<file path="config.mk">
export PLATFORM = sky130hd
export DESIGN_NAME = acc_control_unit
export DESIGN_NICKNAME = d
export VERILOG_FILES = /design/src/rtl/acc_control_unit.sv
export SDC_FILE = /design/constraint.sdc
export NUM_CORES = 1
export LEC_CHECK = 0
export CAP_MARGIN = 20
export CORE_MARGIN = 2
export CORE_UTILIZATION = 43
export CTS_CLUSTER_DIAMETER = 80
export CTS_CLUSTER_SIZE = 30
export DETAILED_ROUTE_END_ITERATION = 6
export MAX_ROUTING_LAYER = met4
export PLACE_DENSITY = 0.73
export SLEW_MARGIN = 0
export SYNTH_ARGS = -nofsm -noshare
export SYNTH_HDL_FRONTEND = slang
export SYNTH_SLANG_ARGS = --single-unit
export TNS_END_PERCENT = 30
</file>
<file path="constraint.sdc">
create_clock -name CLK -period 1.4 [get_ports CLK]
set_input_delay 0.14 -clock CLK [delete_from_list [all_inputs] [get_ports CLK]]
set_output_delay 0.14 -clock CLK [all_outputs]
set_load 0.05 [all_outputs]
</file>
<file path="src/rtl/acc_control_unit.sv">
// Multi-cycle fetch/decode/execute sequencer for the double-accumulator
// processor. Drives the PC, IR and accumulator write strobes, the ALU op
// select and a req/ack memory port, and keeps its own copy of the opcode.
// Optional feature: define SINGLE_STEP_EN to add a `step` input and a STEP
// state that pauses the sequencer after every executed instruction.
module acc_control_unit #(
  parameter int MEM_TIMEOUT = 15
) (
  input  logic       CLK,
  input  logic       RST,
  input  logic       start,
  input  logic [3:0] mem_rdata_op,
  input  logic       mem_ack,
  input  logic       zero_flag,
`ifdef SINGLE_STEP_EN
  input  logic       step,
`endif
  output logic       mem_req,
  output logic       mem_we,
  output logic       mem_sel,
  output logic       ir_write,
  output logic       pc_inc,
  output logic       pc_write,
  output logic       reg_write,
  output logic [2:0] alu_op,
  output logic       busy,
  output logic       halted,
  output logic       fault
);

  localparam logic [3:0] OP_NOP  = 4'h0;
  localparam logic [3:0] OP_ADD  = 4'h1;
  localparam logic [3:0] OP_SUB  = 4'h2;
  localparam logic [3:0] OP_AND  = 4'h3;
  localparam logic [3:0] OP_LDI  = 4'h4;
  localparam logic [3:0] OP_LD   = 4'h5;
  localparam logic [3:0] OP_ST   = 4'h6;
  localparam logic [3:0] OP_JMP  = 4'h7;
  localparam logic [3:0] OP_BZ   = 4'h8;
  localparam logic [3:0] OP_HALT = 4'hF;

  localparam logic [2:0] ALU_PASS_MEM = 3'd0;
  localparam logic [2:0] ALU_ADD      = 3'd1;
  localparam logic [2:0] ALU_SUB      = 3'd2;
  localparam logic [2:0] ALU_AND      = 3'd3;
  localparam logic [2:0] ALU_PASS_IMM = 3'd4;

  // Timeout counter only needs to reach MEM_TIMEOUT; keep at least one bit.
  localparam int             CW        = (MEM_TIMEOUT > 0) ? $clog2(MEM_TIMEOUT + 1) : 1;
  localparam logic [CW-1:0]  CNT_LIMIT = CW'(MEM_TIMEOUT);
  localparam bit             TO_EN     = (MEM_TIMEOUT != 0);

  typedef enum logic [2:0] {
    S_IDLE   = 3'd0,
    S_FETCH  = 3'd1,
    S_DECODE = 3'd2,
    S_EXEC   = 3'd3,
    S_MEM    = 3'd4,
    S_HALT   = 3'd5,
    S_FAULT  = 3'd6
`ifdef SINGLE_STEP_EN
    ,
    S_STEP   = 3'd7
`endif
  } state_t;

  // Where an instruction goes once it has finished in EXEC or MEM.
`ifdef SINGLE_STEP_EN
  localparam state_t S_AFTER_OP = S_STEP;
`else
  localparam state_t S_AFTER_OP = S_FETCH;
`endif

  state_t        state_q, state_d;
  logic [3:0]    opcode_q, opcode_d;
  logic [CW-1:0] cnt_q, cnt_d;
  logic          timed_out;

  // A memory wait expires only when the limit is reached with no ack this cycle.
  assign timed_out = TO_EN && (cnt_q == CNT_LIMIT) && !mem_ack;

  // State, latched opcode and timeout counter; reset returns to IDLE at once.
  always_ff @(posedge CLK or negedge RST) begin
    if (!RST) begin
      state_q  <= S_IDLE;
      opcode_q <= OP_NOP;
      cnt_q    <= '0;
    end else begin
      // NOTE: non-blocking assignments so every register samples the
      // pre-edge values; blocking here would create order-dependent races.
      state_q  <= state_d;
      opcode_q <= opcode_d;
      cnt_q    <= cnt_d;
    end
  end

  // Next-state decode and Moore/Mealy strobe generation.
  always_comb begin
    // NOTE: every signal written below gets a default first, so no path
    // through the case statement can leave one unassigned and infer a latch.
    state_d   = state_q;
    opcode_d  = opcode_q;
    cnt_d     = cnt_q;
    mem_req   = 1'b0;
    mem_we    = 1'b0;
    mem_sel   = 1'b0;
    ir_write  = 1'b0;
    pc_inc    = 1'b0;
    pc_write  = 1'b0;
    reg_write = 1'b0;
    alu_op    = ALU_PASS_MEM;
    busy      = 1'b0;
    halted    = 1'b0;
    fault     = 1'b0;

    unique case (state_q)
      S_IDLE: begin
        if (start) begin
          state_d = S_FETCH;
          cnt_d   = '0;
        end
      end

      S_FETCH: begin
        busy    = 1'b1;
        mem_req = 1'b1;
        if (mem_ack) begin
          ir_write = 1'b1;
          pc_inc   = 1'b1;
          opcode_d = mem_rdata_op;
          state_d  = S_DECODE;
        end else if (timed_out) begin
          state_d = S_FAULT;
        end else begin
          cnt_d = cnt_q + CW'(1);
        end
      end

      S_DECODE: begin
        busy = 1'b1;
        case (opcode_q)
          OP_NOP, OP_ADD, OP_SUB, OP_AND,
          OP_LDI, OP_JMP, OP_BZ:          state_d = S_EXEC;
          OP_LD, OP_ST: begin
            state_d = S_MEM;
            cnt_d   = '0;
          end
          OP_HALT:                        state_d = S_HALT;
          default:                        state_d = S_FAULT;
        endcase
      end

      S_EXEC: begin
        busy = 1'b1;
        case (opcode_q)
          OP_ADD: begin alu_op = ALU_ADD;      reg_write = 1'b1; end
          OP_SUB: begin alu_op = ALU_SUB;      reg_write = 1'b1; end
          OP_AND: begin alu_op = ALU_AND;      reg_write = 1'b1; end
          OP_LDI: begin alu_op = ALU_PASS_IMM; reg_write = 1'b1; end
          OP_JMP: pc_write = 1'b1;
          OP_BZ:  pc_write = zero_flag;
          default: ;
        endcase
        state_d = S_AFTER_OP;
        cnt_d   = '0;
      end

      S_MEM: begin
        busy    = 1'b1;
        mem_req = 1'b1;
        mem_sel = 1'b1;
        mem_we  = (opcode_q == OP_ST);
        if (mem_ack) begin
          if (opcode_q == OP_LD) begin
            alu_op    = ALU_PASS_MEM;
            reg_write = 1'b1;
          end
          state_d = S_AFTER_OP;
          cnt_d   = '0;
        end else if (timed_out) begin
          state_d = S_FAULT;
        end else begin
          cnt_d = cnt_q + CW'(1);
        end
      end

      S_HALT: begin
        halted = 1'b1;
        if (start) begin
          state_d = S_FETCH;
          cnt_d   = '0;
        end
      end

      S_FAULT: begin
        fault = 1'b1;
      end

`ifdef SINGLE_STEP_EN
      S_STEP: begin
        busy = 1'b1;
        if (step) begin
          state_d = S_FETCH;
          cnt_d   = '0;
        end
      end
`endif

      default: begin
        state_d = S_IDLE;
      end
    endcase
  end

endmodule

</file>
Word level (Yosys, flattened, before mapping). Cells that the tools add are included.

Register bits: 11. Latch bits: 0. Memory bits (writable): 0. Bits in read-only memories: 0. Input bits: 9. Output and inout bits: 13. Word-level logic and storage cells: 66. Memories: 0.

$add $sub $neg: 1. $mul: 0. Div/mod/pow operators: 0. Magnitude comparators: 0. Equal/unequal tests: 19. Shift-type cells: 0. Mux-type cells: 28. Bitwise operators: 1. Reduce and logical (&&, ||, !) cells: 14.

Operators with widths (number): $mux 4 (5); $pmux 4 s5 (1); $pmux 3 s6 (1); $eq 4x3->1 const B (4); $mux 3 (5); $eq 4x4->1 const B (3); $mux 1 (12); $pmux 3 s4 (1); $eq 3x3->1 const B (3); $pmux 3 s3 (1); $eq 4x2->1 const B (2); $reduce_or 4->1 (2); $reduce_or 7->1 (1); $eq 3x2->1 const B (2); $reduce_or 2->1 (3); $reduce_bool 5->1 (1); $add 4x1->4 const B (1); $eq 4x1->1 const B (1); $logic_not 4->1 (1); $ne 2x2->1 const B (2); $pmux 1 s2 (2); $reduce_and 2->1 (2); $reduce_and 4->1 (1); $eq 3x1->1 const B (1); 5 further kinds (5).

Depth between registers and ports, before layout.
Depth after elaboration: 5. Mapped depth: 6. Depth with buffers taken out: 6.

Worst setup path after synthesis. No wires, ideal clock.

Path kind: flip-flop to output port. Start: register state_q[2]. End: output port alu_op[0]. Arrival time: 2.421 ns. Required time: 1.260 ns. Slack: -1.161 ns. Cell stages (with the launch flop): 4. Buffers on the path: 1. Cell sequence: dfrtp_1 buf_6 nand3b_1 nor4b_1.

Cells in the longest elaborated chain, start to end: 2.

Ends and longest elaborated chain: start, declared (RTL line 74) `state_t state_q, state_d;`; start signal, assigned (RTL line 91) `state_q <= state_d;`; $eq 3x2->1 (RTL line 116) `unique case (state_q)`; $mux 3; end, declared (RTL line 25) `output logic [2:0] alu_op,`.

Every way passes these cells.

Worst setup path after layout.
Start: register state_q[2]. End: output port reg_write.

Cells in the longest elaborated chain, start to end: 2. Elaborated cells on any way between the ends: 3. Classes of those cells: eq/ne: 2; mux: 1.

Ends and longest elaborated chain: $eq 3x3->1 / $eq 3x2->1 (equally long branches) (RTL line 116); $pmux 1 s2 * (RTL line 116); end, declared (RTL line 24) `output logic reg_write,`.

Every way passes the cells marked *; elsewhere a longest branch is shown, timed or not.

==> flow_metrics.tcl <==
set metrics [dict create \
    outcome "finished with violations" \
    violations "negative setup slack" \
    grt_start_max_net_pins 12 \
    post-route-period-util_pct 131.7 \
    synth.net_count 115 \
    htree_levels 1 \
    crit_family "simple AND/OR/NAND/NOR gates" \
    start_kind "flop" \
    grt_pass1_wl_um 5547 \
    finalClockSkew_ns 0.006377 \
    period_minus_slack_ns 1.844 \
    tns_ns -5.753 \
    critPathBufInv 1 \
    yosys.area.top_type_share_pct 30.73 \
    maxCapViolCount 0 \
    die_area_mm2 0.002465 \
    multi_input_area_um2 740.7 \
    max_slew_margin_pct 66.28 \
    pre_cts_ws_ns -0.2793 \
    synth_ff_type "dfrtp_1" \
    start_util_pct 45.66 \
    drc 0 \
    regArea_um2 279.0 \
    worst_slack_ns -0.4440 \
    fmax_mhz 542.3 \
    synth_top_area_cell "dfrtp_1" \
    antenna_found_initial 0 \
    pin_count 22 \
    synthesis.area_um2 895.9 \
    gp_congestion 0.8304 \
    area_delta_synth_final_pct 99.58 \
    drive_gt1_share_pct 62.65 \
    place_area_mm2 0.001518 \
    critPathArrivalTime_ns 1.70 \
    critPathMaxFanout 4 \
    die_w_um 49.65 \
    seq_area_frac_synth_pct 30.73 \
    finalSetupViolCount 23 \
    hold_path_class "in2async" \
    post-route-cell-area_mm2 0.001788 \
    nFillCells 79 \
    tightest_slew_ns 0.5042 \
    netlist_instances 105 \
    ys_top_cells_by_area "dfrtp_1 31%, a21oi_1 5.0%, mux2_2 5.0%" \
    synth_cell_types 44 \
    routed_wl_um 4048 \
    postSynthAreaPerCell_um2 8.532 \
    ant_nets 0 \
    placeableCoreArea_mm2 0.001962 \
    vias_per_cell 5.995 \
    rsz0062_at_grt "yes" \
    slowest_delay_ns 0.45 \
    crit_path_end_kind "output port" \
    path_cells "nand3b_1 > nor3_1 > a31oi_2 > nor2_4 > buf_12" \
    p_per_area_mw_per_mm2 2623 \
    antenna_cells 0 \
    cts_tree "done" \
    fin_util_pct 91.14 \
    cts_root_buf "clkbuf_4" \
    rows 16 \
    grt_pass1_vias 1169 \
    path_class "reg2out" \
    drt_first_pass_iters 5 \
    clk_path_buf_depth 2 \
    cts.sinks 11 \
    track_usage_pct 30.48 \
    required_ns 1.26 \
    die_h_um 49.65 \
    grt_overflow 0 \
    avgRoutedWirePerCell_um 20.97 \
    cts.clk_slew.worst_paths_ns 0.07 \
    port_buffers 21 \
    synth_edf_count 0 \
    clk_latency_ns 0.27 \
    hold_violations 0 \
    cts_made_buffers 3 \
    ys_ff_latch 11 \
    drt_iter0_markers 70 \
    detailed_place_hpwl_um 2038 \
    cp_slowest_cell "dfrtp_1" \
    yosys_warnings 0 \
    maxSlewViolCount 0 \
    fin_nets 177 \
    via_count 1157 \
    irDropWorstVdd_mv 2.081 \
    cellLeakagePower_nw 0.7605 \
    synthArstFlopShare_pct 100.0 \
]
## through the flow
step / std cells / power (mW) / hold slack [ns]
3_5_place_dp: 176 / 3.570 / 0.5076
4_1_cts: 189 / 4.206 / 0.2101
3_3_place_gp: 176 / 3.442 / 0.5015
5_1_grt: 193 / 4.886 / 0.2378
6_report: 193 / 4.691 / 0.2022
2_1_floorplan: 105 / 2.337 / -0.1556
## cell families (layout without fill, tap and decap cells)
logic type      Yosys count  after routing  synth area share, %
simple gates             42             42                27.24
mux                       4              4                5.028
buf+inv                  12             73                8.798
xor+xnor                  3              3                2.933
fa+ha+maj                 1              1                1.396
flops                    11             11                30.73
compound gates           32             32                23.88
## metal layers
metal  share of wire [%]  vias up  wire length, µm  global-route usage [%]
met5                   0        -                0                       -
met4                 5.3        0              215                   18.98
met3                 8.2       24              331                   3.939
met2                  50       90             2007                   49.11
met1                  37      545             1494                   35.95
li1                    -      498                -                       -
## state kept, by name, indices dropped and copies added (netlist names)
name      cells
cnt_q         4
opcode_q      4
state_q       3
## placed cells by master, fill, tap and decap left out, drive strengths merged
cell type / Yosys / layout
a31oi: 2 / 2
buf: 7 / 57
nand3: 2 / 2
nor4b: 1 / 1
a21oi: 10 / 10
nand2: 8 / 8
inv: 4 / 4
o311a: 1 / 1
a21o: 1 / 1
o22ai: 3 / 3
or2: 3 / 3
o21a: 1 / 1
clkbuf: 1 / 4
nand4: 1 / 1
nor2: 9 / 9
o2111ai: 1 / 1
and2b: 1 / 1
nor3: 2 / 2
a32oi: 1 / 1
xnor2: 3 / 3
o21ai: 9 / 9
mux2: 4 / 4
a31o: 2 / 2
nand2b: 5 / 5
nor2b: 1 / 1
or2b: 1 / 1
and2: 1 / 1
dfrtp: 11 / 11
and3: 1 / 1
a22o: 1 / 1
nor4: 3 / 3
clkdlybuf4s50: 0 / 8
ha: 1 / 1
nor3b: 2 / 2
nand3b: 1 / 1
## final timing paths
check,slack [ns],cells after the start,from,end
hold / removal,0.20,1,RST,state_q[1]$_DFFE_PN0P_
min in group CLK,0.45,3,mem_rdata_op[2],opcode_q[2]$_DFFE_PN0P_
hold reg to reg,0.62,2,cnt_q[1]$_DFFE_PN0P_,cnt_q[1]$_DFFE_PN0P_
max in group asynchronous,0.83,1,RST,opcode_q[0]$_DFFE_PN0P_
setup / recovery,-0.44,5,state_q[2]$_DFFE_PN0P_,reg_write
setup reg to reg,-0.29,5,state_q[2]$_DFFE_PN0P_,cnt_q[0]$_DFFE_PN0P_
## repair_timing
action	in CTS	in global routing
setup endpoints to repair	24	22
setup buffers	9	4
resized for setup	21	16
pin swaps	8	4
hold buffers	0	0
## where the power goes
group | internal, mW | total, mW | switching, mW
clock network | 0.110 | 0.219 | 0.109
registers | 0.462 | 0.671 | 0.209
logic | 1.90 | 3.80 | 1.90
total | 2.47 | 4.69 | 2.22
## final cells by class
class / count / area share (%)
multi-input combinational: 82 / 41.43
tap: 27 / 1.889
inverter: 4 / 0.8398
sequential: 11 / 15.61
timing repair buffer: 65 / 38.77
clock buffer: 4 / 1.470
## Yosys cell counts (2+ instances only)
cell type	count
inv_1	4
nor3_1	2
or2_2	2
nand2b_1	4
o22ai_1	3
o21ai_1	3
xnor2_1	3
nand2_1	8
mux2_2	4
nor2_1	7
buf_2	4
dfrtp_1	11
nor4_1	3
a31oi_1	2
a31o_2	2
a21oi_1	9
buf_6	2
o21ai_0	5
nand3_1	2
No activity file was read; power rests on OpenSTA's default activity.
